### src/rtl/rr_arbiter_pkg.sv
`default_nettype none
// ============================================================================
// Module   : rr_arbiter_pkg
// Brief    : Shared index helpers for the round-robin handshake arbiter.
// Revision : 1.0 - initial release
// ============================================================================
package rr_arbiter_pkg;

    // Width of an index into n sources; never below one bit.
    function automatic int idx_w(input int n);
        return (n > 1) ? $clog2(n) : 1;
    endfunction

    function automatic int next_idx(input int idx, input int n);
        return (idx >= n - 1) ? 0 : idx + 1;
    endfunction

endpackage
`default_nettype wire

### src/rtl/rr_grant_pick.sv
`default_nettype none
// ============================================================================
// Module   : rr_grant_pick
// Brief    : Round-robin winner search starting at prio_ptr, with wrap.
// Revision : 1.0 - initial release
// ============================================================================
import rr_arbiter_pkg::*;

module rr_grant_pick #(
    parameter  int REQ_NUM = 8,
    localparam int IDX_W   = idx_w(REQ_NUM)
) (
    input  logic [REQ_NUM-1:0] req,
    input  logic [IDX_W-1:0]   prio_ptr,
    output logic               found,
    output logic [IDX_W-1:0]   winner
);

    logic [REQ_NUM-1:0]   w_mask;
    logic [2*REQ_NUM-1:0] w_dbl;

    always_comb begin
        w_mask = '0;
        for (int i = 0; i < REQ_NUM; i++) begin
            w_mask[i] = (i >= int'(prio_ptr));
        end
    end

    // Lower half keeps only requests at or above the pointer; upper half is the wrap.
    assign w_dbl = {req, req & w_mask};

    always_comb begin
        found  = 1'b0;
        winner = '0;
        for (int i = 0; i < 2*REQ_NUM; i++) begin
            if (!found && w_dbl[i]) begin
                found  = 1'b1;
                winner = IDX_W'(i % REQ_NUM);
            end
        end
    end

endmodule
`default_nettype wire

### src/rtl/round_robin_arbiter_handshake.sv
`default_nettype none
// ============================================================================
// Module   : round_robin_arbiter_handshake
// Brief    : Packet-level N:1 round-robin arbiter with valid/ready/last.
//            RRARB_OUTPUT_REG_EN adds a 2-entry registered skid buffer.
// Revision : 1.0 - initial release
// ============================================================================
import rr_arbiter_pkg::*;

module round_robin_arbiter_handshake #(
    parameter int REQ_NUM    = 8,
    parameter int DATA_WIDTH = 1
) (
    input  logic                          clk,
    input  logic                          rst,
    input  logic [REQ_NUM-1:0]            valid_in,
    output logic [REQ_NUM-1:0]            ready_in,
    input  logic [REQ_NUM-1:0]            last_in,
    input  logic [REQ_NUM*DATA_WIDTH-1:0] data_in,
    output logic                          valid_out,
    input  logic                          ready_out,
    output logic                          last_out,
    output logic [DATA_WIDTH-1:0]         data_out
);

    localparam int IDX_W = idx_w(REQ_NUM);

    logic [IDX_W-1:0]      r_prio_ptr;
    logic                  r_locked;
    logic [IDX_W-1:0]      r_gnt_idx;

    logic                  w_pick_found;
    logic [IDX_W-1:0]      w_pick_idx;
    logic [IDX_W-1:0]      w_sel;
    logic                  w_active;
    logic [DATA_WIDTH-1:0] w_sel_data;
    logic                  w_up_valid;
    logic                  w_up_last;
    logic                  w_up_ready;
    logic                  w_up_fire;

    rr_grant_pick #(
        .REQ_NUM (REQ_NUM)
    ) u_pick (
        .req      (valid_in),
        .prio_ptr (r_prio_ptr),
        .found    (w_pick_found),
        .winner   (w_pick_idx)
    );

    assign w_sel    = r_locked ? r_gnt_idx : w_pick_idx;
    // Reset forces the upstream side quiet even while sources keep requesting.
    assign w_active = (r_locked | w_pick_found) & ~rst;

    always_comb begin
        w_sel_data = '0;
        for (int i = 0; i < REQ_NUM; i++) begin
            if (w_sel == IDX_W'(i)) begin
                w_sel_data = data_in[i*DATA_WIDTH +: DATA_WIDTH];
            end
        end
    end

    assign w_up_valid = w_active & valid_in[w_sel];
    assign w_up_last  = w_active & last_in[w_sel];
    assign w_up_fire  = w_up_valid & w_up_ready;

    always_comb begin
        ready_in = '0;
        for (int i = 0; i < REQ_NUM; i++) begin
            ready_in[i] = w_up_ready & w_active & (w_sel == IDX_W'(i));
        end
    end

    // Grant is held through stalls and mid-packet beats; released on the last beat.
    always_ff @(posedge clk or posedge rst) begin
        if (rst) begin
            r_prio_ptr <= '0;
            r_locked   <= 1'b0;
            r_gnt_idx  <= '0;
        end else if (w_up_fire && w_up_last) begin
            r_locked   <= 1'b0;
            r_prio_ptr <= IDX_W'(next_idx(int'(w_sel), REQ_NUM));
        end else if (w_up_valid) begin
            r_locked   <= 1'b1;
            r_gnt_idx  <= w_sel;
        end
    end

`ifdef RRARB_OUTPUT_REG_EN
    logic [1:0]            r_cnt;
    logic                  r_wr_ptr;
    logic                  r_rd_ptr;
    logic [DATA_WIDTH-1:0] r_buf_data [2];
    logic [1:0]            r_buf_last;
    logic                  w_pop;

    assign w_up_ready = (r_cnt != 2'd2);
    assign w_pop      = valid_out & ready_out;

    always_ff @(posedge clk or posedge rst) begin
        if (rst) begin
            r_cnt      <= 2'd0;
            r_wr_ptr   <= 1'b0;
            r_rd_ptr   <= 1'b0;
            r_buf_last <= 2'b00;
            for (int i = 0; i < 2; i++) begin
                r_buf_data[i] <= '0;
            end
        end else begin
            if (w_up_fire) begin
                r_buf_data[r_wr_ptr] <= w_sel_data;
                r_buf_last[r_wr_ptr] <= w_up_last;
                r_wr_ptr             <= ~r_wr_ptr;
            end
            if (w_pop) begin
                r_rd_ptr <= ~r_rd_ptr;
            end
            r_cnt <= r_cnt + {1'b0, w_up_fire} - {1'b0, w_pop};
        end
    end

    assign valid_out = (r_cnt != 2'd0);
    assign last_out  = valid_out & r_buf_last[r_rd_ptr];
    assign data_out  = valid_out ? r_buf_data[r_rd_ptr] : '0;
`else
    assign w_up_ready = ready_out;
    assign valid_out  = w_up_valid;
    assign last_out   = w_up_last;
    assign data_out   = w_active ? w_sel_data : '0;
`endif

endmodule
`default_nettype wire

### config.mk
export PLATFORM = sky130hd
export DESIGN_NAME = round_robin_arbiter_handshake
export DESIGN_NICKNAME = d
export VERILOG_FILES = /design/src/rtl/rr_arbiter_pkg.sv /design/src/rtl/rr_grant_pick.sv /design/src/rtl/round_robin_arbiter_handshake.sv
export SDC_FILE = /design/constraint.sdc
export NUM_CORES = 1
export LEC_CHECK = 0
export ABC_AREA = 1
export BUFFER_PORTS_ARGS = -buffer_cell sky130_fd_sc_hd__buf_2
export CORE_ASPECT_RATIO = 0.75
export CORE_MARGIN = 1.5
export CORE_UTILIZATION = 46
export CTS_CLUSTER_SIZE = 16
export DETAILED_ROUTE_END_ITERATION = 7
export PLACE_DENSITY = 0.77
export SYNTH_ARGS = -nofsm -noshare
export SYNTH_HDL_FRONTEND = slang
export SYNTH_SLANG_ARGS = --single-unit
### constraint.sdc
create_clock -name clk -period 2.6 [get_ports clk]
set_clock_uncertainty 0.05 [all_clocks]
set_input_delay 0 -clock clk [delete_from_list [all_inputs] [get_ports clk]]
set_output_delay 0 -clock clk [all_outputs]
set_load 0.01 [all_outputs]
==> results of run 1 <==
==> kinds of logic after synthesis <==
| logic type | count (synthesis) | share of synthesized area, % |
|---|---|---|
| compound gates | 18 | 11.5 |
| fa+ha+maj | 6 | 6.62 |
| buf+inv | 33 | 11.9 |
| flops | 7 | 15.4 |
| simple gates | 119 | 54.6 |
==> timing repair <==
item,4_1_cts,5_1_grt
endpoints found under the setup margin,18,18
hold buffers,1,0
gates cloned,0,0
hold endpoints to repair,7,0
pin swaps,9,27
setup buffers,14,9
gates resized for setup,24,49
==> synth_stat cells, drive strengths merged <==
library cell | n | area share [%]
nor2 | 21 | 9.9
nand3b | 4 | 2.6
o21ai | 9 | 4.3
a211oi | 1 | 0.66
nor3 | 2 | 1.3
dfrtp | 7 | 15
clkinv | 1 | 0.33
o211ai | 2 | 2.2
a41oi | 2 | 1.5
ha | 6 | 6.6
inv | 30 | 9.9
nand3 | 26 | 14
nor3b | 1 | 0.66
or2 | 2 | 1.1
buf | 2 | 1.7
a21oi | 4 | 2.8
nand2 | 57 | 21
nand4 | 6 | 4.4
==> critical path, cell delays in order (launching register included) <==
cell and delay [ps]:
dfrtp_2 460, nor2_2 180, nand2_2 80, nand2_2 110
nor2_4 60, nand4_4 70, nor2_4 60, buf_4 140
nand2_4 60, nor2_1 60, o21ai_1 120, nand4_1 250
o21ai_4 210, inv_4 90, ha_4 190, ha_4 160
inv_2 60, nand2_1 60, inv_1 50, nand2_1 50
nand2_1 70, nand2_1 60, nand2_1 80, nand2_1 60
a21oi_1 150, buf_2 150
==> state kept, by name, summed over array words and instances (netlist names) <==
signal,count
r_prio_ptr,3
r_gnt_idx,3
r_locked,1
==> per-layer routing <==
metal | vias up | wire [um] | global-route usage, %
met1 | 842 | 2250 | 41.5
met3 | 40 | 637 | 0.852
met5 | - | 0 | 0
met4 | 0 | 309 | 8.44
li1 | 772 | - | -
met2 | 160 | 2510 | 43.9
==> report_power, final <==
| part | leakage [nW] | internal [mW] | switching [mW] | total (mW) |
|---|---|---|---|---|
| Combinational | 0.964 | 1.28 | 1.48 | 2.77 |
| Sequential | 0.0838 | 0.163 | 0.0603 | 0.224 |
| Clock | 0.0177 | 0.0569 | 0.0519 | 0.109 |
==> through the flow <==
| step | setup WS [ps] | power, mW |
|---|---|---|
| after floorplan | 44.4 | 1.25 |
| after global placement | -171 | 1.84 |
| after detailed placement | -207 | 1.86 |
| after CTS | -387 | 2.32 |
| after global routing | -880 | 3.23 |
| final | -809 | 3.10 |
==> cell type report <==
class | instances | area, um^2
Multi-Input combinational cell | 143 | 1050
Timing Repair Buffer | 84 | 611
Fill cell | 105 | 277
Sequential cell | 7 | 179
Inverter | 31 | 124
Tap cell | 34 | 42.5
Clock buffer | 3 | 22.5
Clock inverter | 1 | 5.00
==> worst max-delay path by stage <==
stage	startpoint	to
floorplan	r_prio_ptr[2]	data_out
global placement	r_prio_ptr[2]	data_out
detailed placement	r_prio_ptr[2]	data_out
CTS	r_prio_ptr[1]	data_out
global route	r_prio_ptr[2]	data_out
finish	r_prio_ptr[0]	data_out
==> run_results.csv, run 1 <==
group,metric,value,unit
placed_design,io_buffer_count,37,
placed_design,dpl.hpwl,2710,um
logic_synthesis,syn-cell-area,0.00113,mm^2
logic_synthesis,synth_cell_types,31,
logic_synthesis,ys_seq_elements,7,
floorplanning,coreArea,0.00231,mm^2
timing,fin_tns_setup,-9870,ps
routing,dr.pass1.iters,5,
critical_path,r2r_cells,24,
grt,grt_max_degree,10,
floorplanning,start_util,49.2,%
critical_path,rrSetupSlack,-770,ps
routing,drc,0,
critical_path,worstReg2RegStart,"r_prio_ptr[0]",
clock_tree,path_clk_slew,60,ps
routing,drt.antenna.violating_nets,0,
clock_tree,cts_tree,"done",
logic_synthesis,syn_nets,216,
routing,via_per_inst,5.99,
floorplanning,fp.dieH,46.0,um
timing,hold_ws,119,ps
clock_tree,htree_levels,1,
timing,fin_crit_sh,131,%
cells_and_area,fin_cells,303,
floorplanning,row_count,15,
clock_tree,cts-root-buf,"clkbuf_4",
logic_synthesis,ys_warn_count,0,
floorplanning,die_x,60.4,um
grt,antenna_found_initial,0,
timing,fin_ws,-809,ps
cells_and_area,area_growth,79.1,%
timing,clock.fmax,293,MHz
cells_and_area,fin_util,88.0,%
logic_synthesis,syn_inst,183,
clock_tree,clockBufferDepth,2,
placed_design,place_congestion,0.897,
routing,drt_iter0_drc,226,
routing,wl_per_cell,18.8,um
clock_tree,numCtsBuffers,3,
placed_design,place_inst,277,
critical_path,r2r-end,"r_prio_ptr[0]",
cells_and_area,nets,303,
worst_hold_path,min_to,"r_prio_ptr[0]",
worst_hold_path,hold_start,"ready_out",
routing,routed_wl,5710,um
floorplanning,dieArea,0.00278,mm^2
critical_path,cp-end-kind,"output pin",
timing,finalHoldViolCount,0,
grt,grt_pass1_vias,1290,
worst_hold_path,hold_path_depth,5,
logic_synthesis,synth_area_per_cell,6.20,um^2
cells_and_area,layout_common_cells,"nand2_1 (39), buf_2 (35), buf_4 (33), inv_1 (25), nand3_1 (16)",
grt,grt_usage,28.0,%
timing,tightest_slew,420,ps
run_status,outcome,"finished, violations left",
timing,slew_headroom,71.9,%
clock_tree,cts_sinks,7,
power,p_leak,1.07,nW
grt,grt_pass1_wl,5750,um
critical_path,path_class,"flop to output pin",
logic_synthesis,yosysSeqAreaShare,15.4,%
timing,setup_viol,18,
clock_tree,insertion_delay,270,ps
flow_run,maxCapViolations,0,
timing,rsz0062_at_grt,"yes",
worst_hold_path,min_path_type,"primary input to flop",
floorplanning,ioPinCount,38,
power,power.density,1530,mW/mm^2
timing,finalCriticalPeriod,3410,ps
grt,grt_overflow,0,
cells_and_area,final_common_cell,"nand2_1",
routing,vias,1814,
placed_design,post_dp_cell_area,0.00153,mm^2
critical_path,critical_path_peak_fanout,6,
cells_and_area,fin_area,0.00203,mm^2
run_status,violations,"negative setup slack",
cells_and_area,num_antenna_cells,0,
critical_path,crit_arrival,3360,ps
critical_path,required,2550,ps
critical_path,critPathLaunchType,"flop",
power,ir_worst_vdd,0.000789,V
timing,maxSlewViolCount,0,
cells_and_area,drive_gt1_share,56.1,%
No activity file was read; power rests on OpenSTA's default activity.
==> run 2: changes to the inputs <==
--- a/config.mk
+++ b/config.mk
@@ -7,7 +7,6 @@
 export LEC_CHECK = 0
 export ABC_AREA = 1
 export BUFFER_PORTS_ARGS = -buffer_cell sky130_fd_sc_hd__buf_2
-export CORE_ASPECT_RATIO = 0.75
 export CORE_MARGIN = 1.5
 export CORE_UTILIZATION = 46
 export CTS_CLUSTER_SIZE = 16
==> run_results.csv, run 2 (synthesized netlist as in run 1, its figures left out) <==
group,metric,value,unit
clock_tree,htree_levels,1,
critical_path,critPathLaunchType,"flop",
timing,fin_crit_sh,128,%
worst_hold_path,min_path_type,"primary input to flop",
cells_and_area,drive_gt1_share,61.9,%
timing,setup_viol,18,
cells_and_area,fin_util,93.8,%
critical_path,crit_arrival,3290,ps
worst_hold_path,min_to,"r_prio_ptr[1]",
power,ir_worst_vdd,0.00133,V
timing,rsz0062_at_grt,"yes",
grt,grt_max_degree,10,
grt,grt_usage,30.7,%
placed_design,io_buffer_count,37,
floorplanning,start_util,49.9,%
routing,drt_iter0_drc,133,
cells_and_area,fin_area,0.00213,mm^2
floorplanning,coreArea,0.00228,mm^2
timing,fin_ws,-739,ps
timing,fin_tns_setup,-7560,ps
grt,antenna_found_initial,0,
critical_path,worstReg2RegStart,"r_prio_ptr[0]",
run_status,outcome,"finished, violations left",
power,power.density,1500,mW/mm^2
clock_tree,path_clk_slew,60,ps
routing,wl_per_cell,20.9,um
flow_run,maxCapViolations,0,
clock_tree,clockBufferDepth,2,
clock_tree,numCtsBuffers,3,
routing,drc,0,
timing,slew_headroom,63.4,%
cells_and_area,final_common_cell,"buf_4",
worst_hold_path,hold_start,"ready_out",
floorplanning,row_count,17,
floorplanning,ioPinCount,38,
placed_design,dpl.hpwl,2490,um
cells_and_area,num_antenna_cells,0,
floorplanning,die_x,52.7,um
critical_path,critical_path_peak_fanout,4,
power,p_leak,1.09,nW
grt,grt_pass1_vias,1400,
timing,tightest_slew,549,ps
routing,routed_wl,6290,um
routing,dr.pass1.iters,7,
critical_path,rrSetupSlack,-550,ps
routing,drt.antenna.violating_nets,0,
run_status,violations,"negative setup slack",
floorplanning,dieArea,0.00277,mm^2
timing,maxSlewViolCount,0,
placed_design,place_congestion,0.919,
critical_path,cp-end-kind,"output pin",
clock_tree,cts_tree,"done",
routing,via_per_inst,6.23,
clock_tree,cts_sinks,7,
cells_and_area,top_regs,"r_gnt_idx: 3 flops, r_prio_ptr: 3 flops, r_locked: 1 flops",
critical_path,required,2550,ps
critical_path,r2r_cells,20,
timing,clock.fmax,300,MHz
clock_tree,cts-root-buf,"clkbuf_4",
cells_and_area,area_growth,88.1,%
grt,grt_pass1_wl,6340,um
routing,vias,1876,
timing,finalCriticalPeriod,3340,ps
clock_tree,insertion_delay,270,ps
critical_path,r2r-end,"r_gnt_idx[2]",
worst_hold_path,hold_path_depth,5,
floorplanning,fp.dieH,52.7,um
timing,finalHoldViolCount,0,
cells_and_area,layout_common_cells,"buf_4 (39), buf_2 (36), nand2_1 (30), inv_1 (24), nand2_2 (22)",
critical_path,path_class,"flop to output pin",
grt,grt_overflow,0,
placed_design,post_dp_cell_area,0.00152,mm^2
cells_and_area,nets,307,
==> run 2: final cells by class <==
cell class	count	area, um^2
flip-flops and latches	7	178
repair buffers	88	627
fillers	80	141
clock buffers	4	26.3
inverters	31	126
well taps	28	35.0
multi-input cells	143	1140
==> run 2: worst max path at each step <==
stage	start	endpoint	slack (ps)	cells after the start
finish	r_prio_ptr[2]	data_out	-740	24
floorplan	r_prio_ptr[2]	data_out	40	23
detailed placement	r_prio_ptr[2]	data_out	-150	24
global route	r_prio_ptr[2]	data_out	-760	24
CTS	r_prio_ptr[2]	data_out	-350	22
global placement	r_prio_ptr[0]	data_out	-70	24
==> run 2: power by group <==
part	switching, mW	leakage, nW	internal (mW)
Clock	0.0455	0.0150	0.0589
Combinational	1.57	0.990	1.32
Sequential	0.0571	0.0851	0.162
==> run 2: metrics by stage <==
stage | hold WS [ps] | total power, mW | std cells | setup slack [ps]
floorplan | -247 | 1.25 | 183 | 44.4
global placement | -94.6 | 1.81 | 268 | -72.6
detailed placement | -95.7 | 1.83 | 268 | -150
CTS | 96.3 | 2.34 | 287 | -347
global route | 143 | 3.31 | 301 | -759
finish | 113 | 3.20 | 301 | -739
==> run 2: layer usage <==
| layer | part of all wire, % | GRT usage, % | vias up | routed length [um] |
|---|---|---|---|---|
| li1 | - | - | 778 | - |
| met5 | 0 | 0 | - | 0 |
| met2 | 46 | 52.9 | 189 | 2900 |
| met4 | 8.5 | 14.1 | 0 | 535 |
| met1 | 35 | 36.8 | 847 | 2230 |
| met3 | 9.9 | 4.86 | 62 | 622 |
==> run 2: timing repair <==
item,in CTS,in global routing
setup buffers,15,17
endpoints found under the setup margin,18,18
pin swaps,22,37
gates resized for setup,27,62
endpoints found under the hold margin,7,0
hold buffers,1,0
==> run 2: worst max-delay path: stages, from the launching register on <==
cell and delay, ps:
dfrtp_2 450, nor2_4 160, nand2_2 90, nand2_2 90, nor2_4 60, nand4_4 120
nor2_4 60, nand2_1 100, nor2_1 70, o21ai_0 120, nand4_1 210, o21ai_4 170
clkinv_4 140, ha_4 200, ha_4 170, inv_2 60, nand2_2 50, inv_2 60
nand2_2 50, nand2_1 80, nand2_1 70, nand2_1 80, nand2_2 60, a21oi_2 120
buf_2 160
